**config.mk**
```make
export PLATFORM = sky130hd
export DESIGN_NAME = stream_deframer_flat
export DESIGN_NICKNAME = d
export VERILOG_FILES = /design/src/rtl/stream_deframer_pkg.sv /design/src/rtl/stream_deframer_if.sv /design/src/rtl/stream_deframer_byte_packer.sv /design/src/rtl/stream_deframer.sv /design/src/flat_wrapper.sv
export SDC_FILE = /design/constraint.sdc
export NUM_CORES = 1
export LEC_CHECK = 0
export CORE_AREA = 10 10 66 122
export CTS_BUF_LIST = sky130_fd_sc_hd__clkbuf_8
export CTS_CLUSTER_DIAMETER = 40
export DETAILED_ROUTE_END_ITERATION = 10
export DIE_AREA = 0 0 76 132
export MAX_ROUTING_LAYER = met4
export PLACE_DENSITY_LB_ADDON = 0.25
export SYNTH_ARGS = -nofsm -noshare
export SYNTH_HDL_FRONTEND = slang
export SYNTH_SLANG_ARGS = --single-unit
export TNS_END_PERCENT = 20
```
**constraint.sdc**
```tcl
create_clock -name clk -period 2.4 [get_ports clk]
set_input_delay 0.48 -clock clk [delete_from_list [all_inputs] [get_ports clk]]
set_output_delay 0.48 -clock clk [all_outputs]
set_load 0.01 [all_outputs]
```
**src/rtl/stream_deframer_pkg.sv**
```systemverilog
// Shared constants for the stream deframer: FSM state codes, default sync marker,
// counter widths and a saturating increment helper.
package stream_deframer_pkg;

    localparam logic [7:0] SYNC_BYTE_DEF = 8'hA5;

    localparam int LEN_W = 8;
    localparam int PKT_W = 16;
    localparam int ERR_W = 8;
    localparam int CH_W  = 3;

    localparam logic [2:0] ST_HUNT    = 3'd0;
    localparam logic [2:0] ST_HDR     = 3'd1;
    localparam logic [2:0] ST_LEN     = 3'd2;
    localparam logic [2:0] ST_PAYLOAD = 3'd3;
    localparam logic [2:0] ST_EMIT    = 3'd4;

    function automatic logic [ERR_W-1:0] satInc(input logic [ERR_W-1:0] v);
        return (v == '1) ? v : v + 1'b1;
    endfunction

endpackage

```
**src/rtl/stream_deframer_if.sv**
```systemverilog
// Byte-input / sample-output bundle of the stream deframer.
// The slave modport is the deframer's view; master is the environment's view.
interface stream_deframer_if #(
    parameter int NUM_CH = 4,
    parameter int SW     = 8
);
    logic [7:0]        rx_data_si;
    logic              rx_valid_si;
    logic              rx_ready_si;
    logic [SW-1:0]     out_data;
    logic [NUM_CH-1:0] out_valid;
    logic [NUM_CH-1:0] out_ready;

    modport master (
        output rx_data_si, rx_valid_si, out_ready,
        input  rx_ready_si, out_data, out_valid
    );

    modport slave (
        input  rx_data_si, rx_valid_si, out_ready,
        output rx_ready_si, out_data, out_valid
    );
endinterface

```
**src/rtl/stream_deframer_byte_packer.sv**
```systemverilog
// Assembles SAMPLE_BYTES bytes, MSB first, into one sample word.
// o_done marks the shift that completes a sample.
module stream_deframer_byte_packer #(
    parameter int SAMPLE_BYTES = 1
) (
    input  logic                        clk,
    input  logic                        rst,
    input  logic                        i_clear,
    input  logic                        i_shift,
    input  logic [7:0]                  i_byte,
    output logic [8*SAMPLE_BYTES-1:0]   o_data,
    output logic                        o_done
);
    localparam int SW = 8 * SAMPLE_BYTES;

    logic [SW-1:0] r_data;
    logic [1:0]    r_count;
    logic          w_last;

    assign w_last = (r_count == 2'(SAMPLE_BYTES - 1));
    assign o_done = i_shift && w_last;
    assign o_data = r_data;

    // Clearing only rewinds the byte position; stale data is harmless because
    // a new sample fully overwrites it before it is ever presented.
    always_ff @(posedge clk or posedge rst) begin
        if (rst) begin
            r_data  <= '0;
            r_count <= '0;
        end else if (i_clear) begin
            r_count <= '0;
        end else if (i_shift) begin
            r_data  <= (r_data << 8) | SW'(i_byte);
            r_count <= w_last ? 2'd0 : r_count + 2'd1;
        end
    end

endmodule

```
**src/rtl/stream_deframer.sv**
```systemverilog
// Splits a sync-marked byte stream into per-channel samples, with an idle
// timeout inside packets and good/bad packet counters.
module stream_deframer
    import stream_deframer_pkg::*;
#(
    parameter int         NUM_CH       = 4,
    parameter int         SAMPLE_BYTES = 1,
    parameter logic [7:0] SYNC_BYTE    = SYNC_BYTE_DEF,
    parameter int         TIMEOUT_CLKS = 1024
) (
    input  logic                  clk,
    input  logic                  rst,
    stream_deframer_if.slave      bus,
    output logic [PKT_W-1:0]      pkt_count,
    output logic [ERR_W-1:0]      err_count,
    output logic                  busy
);
    localparam int SW = 8 * SAMPLE_BYTES;
    localparam int TW = $clog2(TIMEOUT_CLKS + 1);

    logic [2:0]        r_state;
    logic [CH_W-1:0]   r_ch;
    logic              r_drop;
    logic [LEN_W-1:0]  r_samples;
    logic [TW-1:0]     r_timer;
    logic [PKT_W-1:0]  r_pkt;
    logic [ERR_W-1:0]  r_err;

    logic              w_accept;
    logic              w_timing;
    logic              w_timeout;
    logic              w_shift;
    logic              w_clear;
    logic              w_done;
    logic              w_emitFire;
    logic [SW-1:0]     w_data;
    logic [NUM_CH-1:0] w_valid;

    // Ready is gated by rst so nothing is offered while reset is held.
    assign bus.rx_ready_si = !rst && (r_state != ST_EMIT);
    assign w_accept  = bus.rx_valid_si && bus.rx_ready_si;
    assign w_timing  = (r_state == ST_HDR) || (r_state == ST_LEN) || (r_state == ST_PAYLOAD);
    assign w_timeout = w_timing && !w_accept && (r_timer == TW'(TIMEOUT_CLKS - 1));
    assign w_shift   = (r_state == ST_PAYLOAD) && w_accept;
    assign w_clear   = w_timeout || ((r_state == ST_LEN) && w_accept);

    stream_deframer_byte_packer #(
        .SAMPLE_BYTES (SAMPLE_BYTES)
    ) u_packer (
        .clk     (clk),
        .rst     (rst),
        .i_clear (w_clear),
        .i_shift (w_shift),
        .i_byte  (bus.rx_data_si),
        .o_data  (w_data),
        .o_done  (w_done)
    );

    always_comb begin
        w_valid = '0;
        if (r_state == ST_EMIT) begin
            for (int i = 0; i < NUM_CH; i++) begin
                w_valid[i] = (r_ch == CH_W'(i));
            end
        end
    end

    assign w_emitFire    = |(w_valid & bus.out_ready);
    assign bus.out_valid = w_valid;
    assign bus.out_data  = w_data;
    assign pkt_count     = r_pkt;
    assign err_count     = r_err;
    assign busy          = (r_state != ST_HUNT);

    // Idle timer only runs while a packet is being received from the host,
    // so downstream backpressure in EMIT can never cause a timeout.
    always_ff @(posedge clk or posedge rst) begin
        if (rst) begin
            r_timer <= '0;
        end else if (!w_timing || w_accept || w_timeout) begin
            r_timer <= '0;
        end else begin
            r_timer <= r_timer + 1'b1;
        end
    end

    always_ff @(posedge clk or posedge rst) begin
        if (rst) begin
            r_state   <= ST_HUNT;
            r_ch      <= '0;
            r_drop    <= 1'b0;
            r_samples <= '0;
            r_pkt     <= '0;
            r_err     <= '0;
        end else if (w_timeout) begin
            r_state <= ST_HUNT;
            r_drop  <= 1'b0;
            r_err   <= satInc(r_err);
        end else begin
            case (r_state)
                ST_HUNT: begin
                    if (w_accept && (bus.rx_data_si == SYNC_BYTE)) r_state <= ST_HDR;
                end
                ST_HDR: begin
                    if (w_accept) begin
                        r_ch    <= bus.rx_data_si[2:0];
                        r_drop  <= (int'(bus.rx_data_si[2:0]) >= NUM_CH);
                        r_state <= ST_LEN;
                    end
                end
                ST_LEN: begin
                    if (w_accept) begin
                        if (bus.rx_data_si == 8'd0) begin
                            r_err   <= satInc(r_err);
                            r_drop  <= 1'b0;
                            r_state <= ST_HUNT;
                        end else begin
                            r_samples <= bus.rx_data_si;
                            r_state   <= ST_PAYLOAD;
                        end
                    end
                end
                ST_PAYLOAD: begin
                    if (w_done) begin
                        r_samples <= r_samples - 1'b1;
                        // A dropped packet is swallowed whole and counted once at its end.
                        if (r_drop) begin
                            if (r_samples == LEN_W'(1)) begin
                                r_err   <= satInc(r_err);
                                r_drop  <= 1'b0;
                                r_state <= ST_HUNT;
                            end
                        end else begin
                            r_state <= ST_EMIT;
                        end
                    end
                end
                ST_EMIT: begin
                    if (w_emitFire) begin
                        if (r_samples == '0) begin
                            r_pkt   <= r_pkt + 1'b1;
                            r_state <= ST_HUNT;
                        end else begin
                            r_state <= ST_PAYLOAD;
                        end
                    end
                end
                default: r_state <= ST_HUNT;
            endcase
        end
    end

endmodule

```
**src/flat_wrapper.sv**
```systemverilog
// flat-port wrapper written by rule: the top's interface ports become plain ports
module stream_deframer_flat import stream_deframer_pkg::*;
#(
    parameter int         NUM_CH       = 4,
    parameter int         SAMPLE_BYTES = 1,
    parameter logic [7:0] SYNC_BYTE    = SYNC_BYTE_DEF,
    parameter int         TIMEOUT_CLKS = 1024
)
  (clk, rst, pkt_count, err_count, busy, bus_rx_data_si, bus_rx_valid_si, bus_out_ready, bus_rx_ready_si, bus_out_data, bus_out_valid);
  stream_deframer_if #(.NUM_CH(NUM_CH), .SW(8 * SAMPLE_BYTES)) bus_i ();
  input  logic clk;
  input  logic rst;
  output logic [PKT_W-1:0] pkt_count;
  output logic [ERR_W-1:0] err_count;
  output logic busy;
  input wire logic [$bits(bus_i.rx_data_si)-1:0] bus_rx_data_si;
  input wire logic [$bits(bus_i.rx_valid_si)-1:0] bus_rx_valid_si;
  input wire logic [$bits(bus_i.out_ready)-1:0] bus_out_ready;
  output wire logic [$bits(bus_i.rx_ready_si)-1:0] bus_rx_ready_si;
  output wire logic [$bits(bus_i.out_data)-1:0] bus_out_data;
  output wire logic [$bits(bus_i.out_valid)-1:0] bus_out_valid;
  assign bus_i.rx_data_si = bus_rx_data_si;
  assign bus_i.rx_valid_si = bus_rx_valid_si;
  assign bus_i.out_ready = bus_out_ready;
  assign bus_rx_ready_si = bus_i.rx_ready_si;
  assign bus_out_data = bus_i.out_data;
  assign bus_out_valid = bus_i.out_valid;
  stream_deframer #(.NUM_CH(NUM_CH), .SAMPLE_BYTES(SAMPLE_BYTES), .SYNC_BYTE(SYNC_BYTE), .TIMEOUT_CLKS(TIMEOUT_CLKS)) u_core (.clk(clk), .rst(rst), .bus(bus_i), .pkt_count(pkt_count), .err_count(err_count), .busy(busy));
endmodule
```
* Yosys cells after proc, flatten, opt, wreduce, memory -nomap -nowiden *
Index checks and enable logic that the tools add are counted.

word-level totals
  input port bits = 15
  output and inout bits = 38
  flip-flop bits (word level) = 60
  word-level logic and storage cells = 112

operators by class
  magnitude comparators = 1
  add/subtract/negate cells = 5
  reductions and logical operators = 34
  equality and inequality tests = 24
  muxes and demuxes = 36
  bitwise operators = 3

operators with widths
  cell                   number
  $mux 8                 10
  $pmux 8 s2             2
  $mux 3                 8
  $add 16x1->16 const B  1
  $eq 8x8->1 const B     2
  $logic_not 8->1        2
  $ne 3x1->1 const B     5
  $pmux 3 s5             1
  $eq 3x2->1 const B     4
  $reduce_and 6->1       2
  $add 11x1->11 const B  1
  $eq 11x10->1 const B   1
  $mux 11                1
  $mux 2                 5
  $reduce_and 5->1       2
  $ne 3x2->1 const B     3
  $add 8x1->8 const B    1
  $eq 8x1->1 const B     1
  $logic_and 1x1->1      8
  $sub 8x1->8 const B    1
  $mux 1                 7
  $eq 3x1->1 const B     2
  $logic_not 3->1        2
  $reduce_bool 3->1      2
  other kinds (20)       29

* Longest topological paths before layout *
Gate-level depths: netlist of run 1.

  depth after elaboration = 9
  depth in mapped cells = 7
  gate-level depth less buffers = 7

* Cells and area by module *
A second synthesis of run 1 with hierarchy kept.

second synthesis, totals
  cell total of the unflattened synthesis = 314
  area, all modules = 3304.4 µm²

modules (own cells, without submodules)
  module                       seq. area each (µm²)  area each (µm²)  cells an instance  instances
  stream_deframer              1251.2                2829.0           284                1
  stream_deframer_byte_packer  250.2                 475.5            30                 1

* Least setup slack after synthesis of run 1 *
No wires, ideal clock.

  path kind = input port to flip-flop
  start point = input bus_rx_data_si[7]
  end point = register u_core.r_err[7] (netlist: u_core.err_count[7])
  stages on the path = 5
  data arrival time = 1.707 ns
  path buffers = 0
  library setup time = 0.125 ns
  data required time = 2.275 ns
  setup slack = 0.568 ns
  cells stage by stage = nor4_1 > and4_1 > a221oi_4 > nor3_1 > mux2_2

on the way
  longest elaborated chain between the ends = 3

RTL lines
  item                        RTL line                source
  from (decl)                 flat_wrapper.sv:16      input wire logic [$bits(bus_i.rx_data_si)-1:0] bus_rx_data_si;
  $logic_not 8->1             stream_deframer.sv:113  if (bus.rx_data_si == 8'd0) begin
  $ne 3x2->1 (no line)        n/a
  $reduce_and 6->1 (no line)  n/a
  to (signal assigned)        stream_deframer.sv:98   r_err <= satInc(r_err);
  to (signal assigned)        stream_deframer.sv:114  r_err <= satInc(r_err);
  to (signal assigned)        stream_deframer.sv:129  r_err <= satInc(r_err);
  to (decl)                   stream_deframer.sv:27   logic [ERR_W-1:0] r_err;

Every way passes these cells.
A chain may end at the register's enable or synchronous reset.

* Worst setup path after layout of run 1 *
  start point = register u_core.r_state[0]
  end point = output busy

on the way
  longest elaborated chain between the ends = 1

RTL lines
  item                    RTL line                source
  from (decl)             stream_deframer.sv:21   logic [2:0] r_state;
  from (signal assigned)  stream_deframer.sv:89   r_state <= ST_HUNT;
  from (signal assigned)  stream_deframer.sv:96   r_state <= ST_HUNT;
  from (signal assigned)  stream_deframer.sv:102  if (w_accept && (bus.rx_data_si == SYNC_BYTE)) r_state <= ST_HDR;
  $reduce_bool 3->1       stream_deframer.sv:73   assign busy = (r_state != ST_HUNT);
  to (decl)               flat_wrapper.sv:15      output logic busy;

Every way passes these cells.

==> results of run 1 <==
[power by group through the flow]
stage               combinational [W]  sequential, W  clock, W
global route                  0.00160        0.00152   0.00120
finish                        0.00144        0.00148   0.00112
detailed placement            0.00145        0.00150         0
CTS                           0.00146        0.00148   0.00116
floorplan                    0.000952        0.00145         0
global placement              0.00142        0.00149         0
[what timing repair did]
item                       CTS  global route
pin swaps                    1             0
setup endpoints to repair    3             1
gates resized for setup      3             1
[registers in the layout, summed over array words and instances, names as in the netlist]
register / count
u_core.pkt_count: 16
u_core.r_timer: 11
u_core.err_count: 8
u_core.r_samples: 8
u_core.u_packer.o_data: 8
u_core.r_ch: 3
u_core.r_state: 3
u_core.u_packer.r_count: 2
u_core.r_drop: 1
[final cells by class]
| type | instances | area share, % |
|---|---|---|
| clock buffers | 11 | 3.51 |
| clock inverters | 5 | 2.29 |
| inverters | 12 | 1.04 |
| multi-input cells | 234 | 39.0 |
| flip-flops and latches | 60 | 34.8 |
| well taps | 84 | 2.43 |
| repair buffers | 77 | 17.0 |
[through the flow]
stage	utilization, %	setup slack [ns]
after floorplan	-	0.435
after global placement	67.2	0.0131
after detailed placement	67.2	-0.00930
after CTS	71.2	0.0158
after global routing	71.3	0.0153
final	71.3	0.0833
[worst max-delay path, delay by kind of cell (launching register included)]
family,cells,cell delay (ns)
AND/OR/NAND/NOR,1,0.38
flip-flops,1,0.42
buffers and inverters,2,0.71
[worst max path at each step]
stage | startpoint | slack [ns] | depth (start not counted) | to
after CTS | u_core.r_state[0]$_DFFE_PP0P_ | 0.02 | 4 | bus_out_valid[0]
after global placement | bus_rx_data_si[4] | 0.01 | 7 | u_core.r_samples[0]$_DFFE_PP0P_
final | u_core.r_state[0]$_DFFE_PP0P_ | 0.08 | 3 | busy
after global routing | u_core.r_state[0]$_DFFE_PP0P_ | 0.02 | 3 | busy
after detailed placement | bus_rx_data_si[4] | -0.009 | 7 | u_core.r_samples[0]$_DFFE_PP0P_
after floorplan | rst | 0.44 | 1 | u_core.err_count[0]$_DFFE_PP0P_
[layout by cell type, fill, tap and decap left out, drive strengths merged, types with 11 or more instances in the layout]
cell type      synthesis  final
nor2                  39     39
xor2                  12     12
mux2                  14     14
inv                   12     13
clkbuf                 4     11
o21ai                 11     11
clkdlybuf4s50          0     48
nor3                  12     12
nand3                 15     15
nand2                 24     24
dfrtp                 60     60
buf                    5     25
xnor2                 17     17
[cells by family after synthesis]
family | Yosys count | synth area share (%)
DFF | 60 | 45.6
xor gates and xnor gates | 29 | 7.72
buffers and inverters | 21 | 3.19
muxes | 19 | 6.69
and+or+nand+nor | 135 | 24.0
adders and majority gates | 8 | 3.04
AOI/OAI and AO/OA | 43 | 9.70
[per-layer routing]
metal | wire [um] | vias to the layer above | GRT usage, %
li1 | - | 1285 | -
met1 | 2850 | 1324 | 15.6
met2 | 4190 | 75 | 28.7
met3 | 300 | 30 | 4.37
met4 | 383 | 0 | 10.8
met5 | 0 | - | -
==> impl_metrics.toml, run 1 <==
[cells_and_area]
stdcell_count = 483
synthToLayoutAreaGrowth_pct = 31.2
final_nets = 417
fill_cell_instance_count_of_the_final_layout = 481
area_of_all_placed_cells_without_fillers_sq_um = 4320
post_route_cells_drive_above_1_share_pct = 18.3
regArea_sq_um = 1500
n_antenna_cell = 0
multi_input_comb_area_sq_um = 1680

[global_route]
globalRouteTotalUtil_pct = 16.6
via_count_of_the_first_global_routing_pass = 2873
grt-ovfl-total = 0
pin_count_of_the_biggest_net_entering_global_routing = 32
grt_pass1_wl_mm = 13.4
number_of_antenna_violations_at_the_first_check_in_global_routing = 0

[timing]
finalCritPeriodShare_pct = 96.5
min_period_ns = 2.32
slew_viol_final = 0
hold-worst-slack_ns = 0.475
unrepaired_setup_endpoints_after_global_routing = "false"
finalHoldViolCount = 0
finalSetupTns_ns = 0
setup_violations_final = 0
relative_slew_slack_pct = 69.7
skew_ns = 0.00664
achievable_clock_frequency_ghz = 0.432
tightestPinTransition_ns = 0.450

[die]
dieHeight_um = 132
initial_core_util_pct = 54.3
ios = 53
std_cell_rows = 40
die_w_um = 76
floorplan_core_area_sq_um = 6060
die_area_sq_um = 10000

[logic_synthesis]
synth.most_common_cell = "sky130_fd_sc_hd__dfrtp_1"
yosysTopAreaCell = "sky130_fd_sc_hd__dfrtp_1"
postSynth.asyncResetShare_pct = 100
synth_sequential_area_ratio_pct = 45.6
synth_area_sq_um = 3290
synth_top_cells_by_area = "sky130_fd_sc_hd__dfrtp_1 46%, sky130_fd_sc_hd__mux2_2 4.8%, sky130_fd_sc_hd__xnor2_1 4.5%, sky130_fd_sc_hd__nor2_1 4.3%, sky130_fd_sc_hd__xor2_1 3.2%"
count_of_flip_flops_with_a_built_in_enable_after_synthesis = 0
syn-instance-count = 315
ys_warn_count = 0
synth.net_count = 338
netlist_top_cells_count = "60 x sky130_fd_sc_hd__dfrtp_1, 38 x sky130_fd_sc_hd__nor2_1, 24 x sky130_fd_sc_hd__nand2_1, 17 x sky130_fd_sc_hd__xnor2_1, 15 x sky130_fd_sc_hd__nand3_1"
synthFlopType = "sky130_fd_sc_hd__dfrtp_1"
syn_avg_cell_area_sq_um = 10.4
ys_seq_elements = 60
synth_top_area_share_pct = 45.6
synth.lib_cells_used.distinct = 58

[clocking]
clock-root-buffer = "sky130_fd_sc_hd__clkbuf_8"
cts_hold_repair.buffers = 0
postCtsSetupBuffers = 0
cts.clk_slew.worst_paths_ns = 0.07
cts-htree-levels = 3
cts_made_buffers = 9
cts_tree = "yes"
cts.sinks = 60
clock_latency_late_sink_ns = 0.34
clk_path_buf_depth = 2

[critical_path]
timing.critical_path.slowest_cell_delay_ns = 0.51
rr_endpoint = "u_core.err_count[7]$_DFFE_PP0P_"
cp.required_ns = 1.92
worst_r2r_startpoint = "u_core.r_samples[4]$_DFFE_PP0P_"
cell_count_of_the_worst_reg_to_reg_path = 5
r2r_setup_slack_ns = 0.37
worstPathArrival_ns = 1.84
criticalPathCategory = "reg -> out"
crit_path_start_kind = "flop"
timing.critical_path.fanout_max = 10
setup.worst_path.end_class = "output port"
slowest_cell_on_crit_path = "sky130_fd_sc_hd__clkdlybuf4s50_1"
worstPathCellList = "buf_4 > or3_1 > clkdlybuf4s50_1"

[routing]
antenna_left = 0
vias_per_inst = 5.62
drcViolationCount = 0
wl_per_cell_um = 16.0
detailedRoute.firstIterationViolations = 110
via_count = 2714
drt_pass1_iterations = 4
drt_wl_total_mm = 7.72

[pwr]
power.switching_w = 0.00137
report.power.total_w = 0.00405
p_int_w = 0.00268
ir_drop_uv = 727
power.density_cell_area_nw_per_um2 = 938
power.share.sequential_pct = 36.6
power.clock.fraction_pct = 27.7
share_comb_of_total_power_pct = 35.7
power_leakage_nw = 1.89
power.share.switching_pct = 33.7

[place]
placed_cells_incl_taps = 467
hpwl_mm = 6.09
placed_area_sq_um = 4070
port-buffer-count = 52
place.gp.congestion = 0.874

[flow_run]
max_cap_viols = 0

[run_status]
status = "finished clean"

[worst_hold_path]
source_of_the_worst_hold_timing_path = "u_core.pkt_count[15]$_DFFE_PP0P_"
hold_path_class = "reg -> reg"
hold-path-endpoint = "u_core.pkt_count[15]$_DFFE_PP0P_"
worstHoldPathCells = 1
No activity file was read; power rests on OpenSTA's default activity.
==> run 2: changes to the inputs <==
==> constraint.sdc (replaced) <==
create_clock -name clk -period 2.4 [get_ports clk]
set_input_delay 0.36 -clock clk [delete_from_list [all_inputs] [get_ports clk]]
set_output_delay 0.36 -clock clk [all_outputs]
set_load 0.01 [all_outputs]
==> run 2 against run 1 <==
- cell count fell by 1.2%
- combinational power fell by 3%
- worst setup slack improved by 0.029 ns
- worst hold slack got worse by 0.0013 ns
- first-iteration DRC count rose by 60%
- fmax rose by 1.3%
- critical path depth did not move
- clock skew rose by 0.0011 ns
- non-clock buffer count fell by 5
- sequential cell count did not move
- power fell by 6.8%
- sequential power rose by 4%
- largest cell class unchanged
==> impl_metrics.toml, run 2 (synthesis gave the netlist of run 1 again) <==
[clocking]
clk_path_buf_depth = 2
cts-htree-levels = 3
cts_hold_repair.buffers = 0
clock-root-buffer = "sky130_fd_sc_hd__clkbuf_8"
cts_tree = "yes"
cts_made_buffers = 9
cts.sinks = 60
cts.clk_slew.worst_paths_ns = 0.06
clock_latency_late_sink_ns = 0.34

[critical_path]
worst_path_dominant_cell_family = "simple AND/OR/NAND/NOR gates"
cp.required_ns = 2.04
worstPathArrival_ns = 1.93
endpoint = "bus_out_valid[3]"
criticalPathCategory = "reg -> out"
critical_path_cell_count = 3
timing.critical_path.slowest_cell_delay_ns = 0.54
cell_count_of_the_worst_reg_to_reg_path = 7
timing.critical_path.fanout_max = 6
worst_r2r_startpoint = "u_core.r_samples[0]$_DFFE_PP0P_"
crit_path_start_kind = "flop"
slowest_cell_on_crit_path = "sky130_fd_sc_hd__clkdlybuf4s50_1"
rr_endpoint = "u_core.pkt_count[13]$_DFFE_PP0P_"
setup.worst_path.end_class = "output port"
path_buf_inv = 1
cp-startpoint = "u_core.r_state[0]$_DFFE_PP0P_"
r2r_setup_slack_ns = 0.31
worstPathCellList = "nor4b_4 > and3_1 > clkdlybuf4s50_1"

[timing]
finalHoldViolCount = 0
skew_ns = 0.00771
finalSetupTns_ns = 0
min_period_ns = 2.29
relative_slew_slack_pct = 71.3
tightestPinTransition_ns = 0.420
hold-worst-slack_ns = 0.474
setup_ws_final_ns = 0.113
setup_violations_final = 0
slew_viol_final = 0
achievable_clock_frequency_ghz = 0.437
unrepaired_setup_endpoints_after_global_routing = "false"
finalCritPeriodShare_pct = 95.3

[pwr]
power.density_cell_area_nw_per_um2 = 896
power_leakage_nw = 1.83
ir_drop_uv = 680

[cells_and_area]
stdcell_count = 477
final_common_cell = "sky130_fd_sc_hd__dfrtp_1"
regArea_sq_um = 1500
post_route_cells_drive_above_1_share_pct = 17.6
synthToLayoutAreaGrowth_pct = 28.1
fill_cell_instance_count_of_the_final_layout = 468
final_nets = 412
multi_input_comb_area_sq_um = 1680
n_antenna_cell = 0
commonest_cells_after_routing_fill_and_taps_aside = "58 x sky130_fd_sc_hd__dfrtp_1, 50 x sky130_fd_sc_hd__clkdlybuf4s50_1, 38 x sky130_fd_sc_hd__nor2_1, 24 x sky130_fd_sc_hd__nand2_1, 19 x sky130_fd_sc_hd__buf_4"
largest_register_ffs = 16

[die]
dieHeight_um = 132
die_w_um = 76
floorplan_core_area_sq_um = 6060
std_cell_rows = 40
ios = 53
die_area_sq_um = 10000
initial_core_util_pct = 54.3

[global_route]
number_of_antenna_violations_at_the_first_check_in_global_routing = 0
grt-ovfl-total = 0
grt_pass1_wl_mm = 13.2
globalRouteTotalUtil_pct = 16.5
pin_count_of_the_biggest_net_entering_global_routing = 33
via_count_of_the_first_global_routing_pass = 2793

[routing]
drt_wl_total_mm = 7.74
drcViolationCount = 0
via_count = 2670
wl_per_cell_um = 16.2
vias_per_inst = 5.60
drt_pass1_iterations = 4
antenna_left = 0
detailedRoute.firstIterationViolations = 176

[place]
preCtsSetupSlack_ns = 0.105
place.gp.congestion = 0.900
hpwl_mm = 6.03
port-buffer-count = 52
placed_cells_incl_taps = 461

[flow_run]
max_cap_viols = 0

[worst_hold_path]
hold_path_class = "reg -> reg"
worstHoldPathCells = 1

[run_status]
status = "finished clean"
## run 2: changes by cell type in the layout (fill, tap and decap cells not counted), sizes merged
| cell | before | now |
|---|---|---|
| buf | 25 | 20 |
| bufinv | 3 | 0 |
| clkbuf | 11 | 13 |
| clkdlybuf4s50 | 48 | 50 |
| dlygate4sd2 | 3 | 0 |
| dlymetal6s2s | 1 | 2 |
## run 2: metrics by stage
| stage | area, sq um | utilization [%] | power (W) |
|---|---|---|---|
| after floorplan | 3290 | - | 0.00241 |
| after global placement | 4010 | 66.2 | 0.00290 |
| after detailed placement | 4010 | 66.2 | 0.00294 |
| after CTS | 4200 | 69.3 | 0.00379 |
| after global routing | 4210 | 69.6 | 0.00402 |
| final | 4210 | 69.6 | 0.00377 |
## run 2: per-layer routing
layer | part of all wire [%] | track usage (%)
met1 | 37 | 15.6
met2 | 56 | 29.5
met3 | 4.2 | 4.92
met4 | 2.5 | 7.84
met5 | 0 | -
## run 2: report_power, final
group	leakage [nW]	internal, W	switching [W]
Combinational	0.951	0.000692	0.000698
Clock	0.103	0.000476	0.000373
Sequential	0.781	0.00123	0.000302
## run 2: layout make-up
type                       instances  share of cell area (%)
clock buffer                      13                    4.25
multi-input combinational        234                    39.9
sequential                        60                    35.7
tap                               84                    2.49
inverter                          12                    1.07
clock inverter                     2                   0.208
timing repair buffer              72                    16.3
## run 2: worst register-to-register path, stage by stage (launching register included)
cell                      delay, ns
sky130_fd_sc_hd__dfrtp_1       0.45
sky130_fd_sc_hd__inv_1         0.11
sky130_fd_sc_hd__ha_1          0.13
sky130_fd_sc_hd__nor3b_1       0.38
sky130_fd_sc_hd__nand4_2       0.21
sky130_fd_sc_hd__nor3_1        0.37
sky130_fd_sc_hd__and2_1        0.20
sky130_fd_sc_hd__xor2_1        0.16
## run 2: timing repair
action | 4_1_cts | 5_1_grt
resized for setup | 1 | 3
setup endpoints to repair | 3 | 4
pin swaps | 0 | 1
setup buffers | 0 | 1
## run 2: worst min path at each step
| stage | from | to | slack [ns] |
|---|---|---|---|
| 2_1_floorplan | u_core.r_timer[0]$_DFF_PP0_ | u_core.r_timer[0]$_DFF_PP0_ | 0.45 |
| 3_5_place_dp | u_core.pkt_count[15]$_DFFE_PP0P_ | u_core.pkt_count[15]$_DFFE_PP0P_ | 0.47 |
| 4_1_cts | u_core.pkt_count[15]$_DFFE_PP0P_ | u_core.pkt_count[15]$_DFFE_PP0P_ | 0.48 |
| 5_1_grt | u_core.r_timer[0]$_DFF_PP0_ | u_core.r_timer[0]$_DFF_PP0_ | 0.50 |
| 6_report | u_core.pkt_count[15]$_DFFE_PP0P_ | u_core.pkt_count[15]$_DFFE_PP0P_ | 0.47 |
| 3_3_place_gp | u_core.pkt_count[15]$_DFFE_PP0P_ | u_core.pkt_count[15]$_DFFE_PP0P_ | 0.46 |
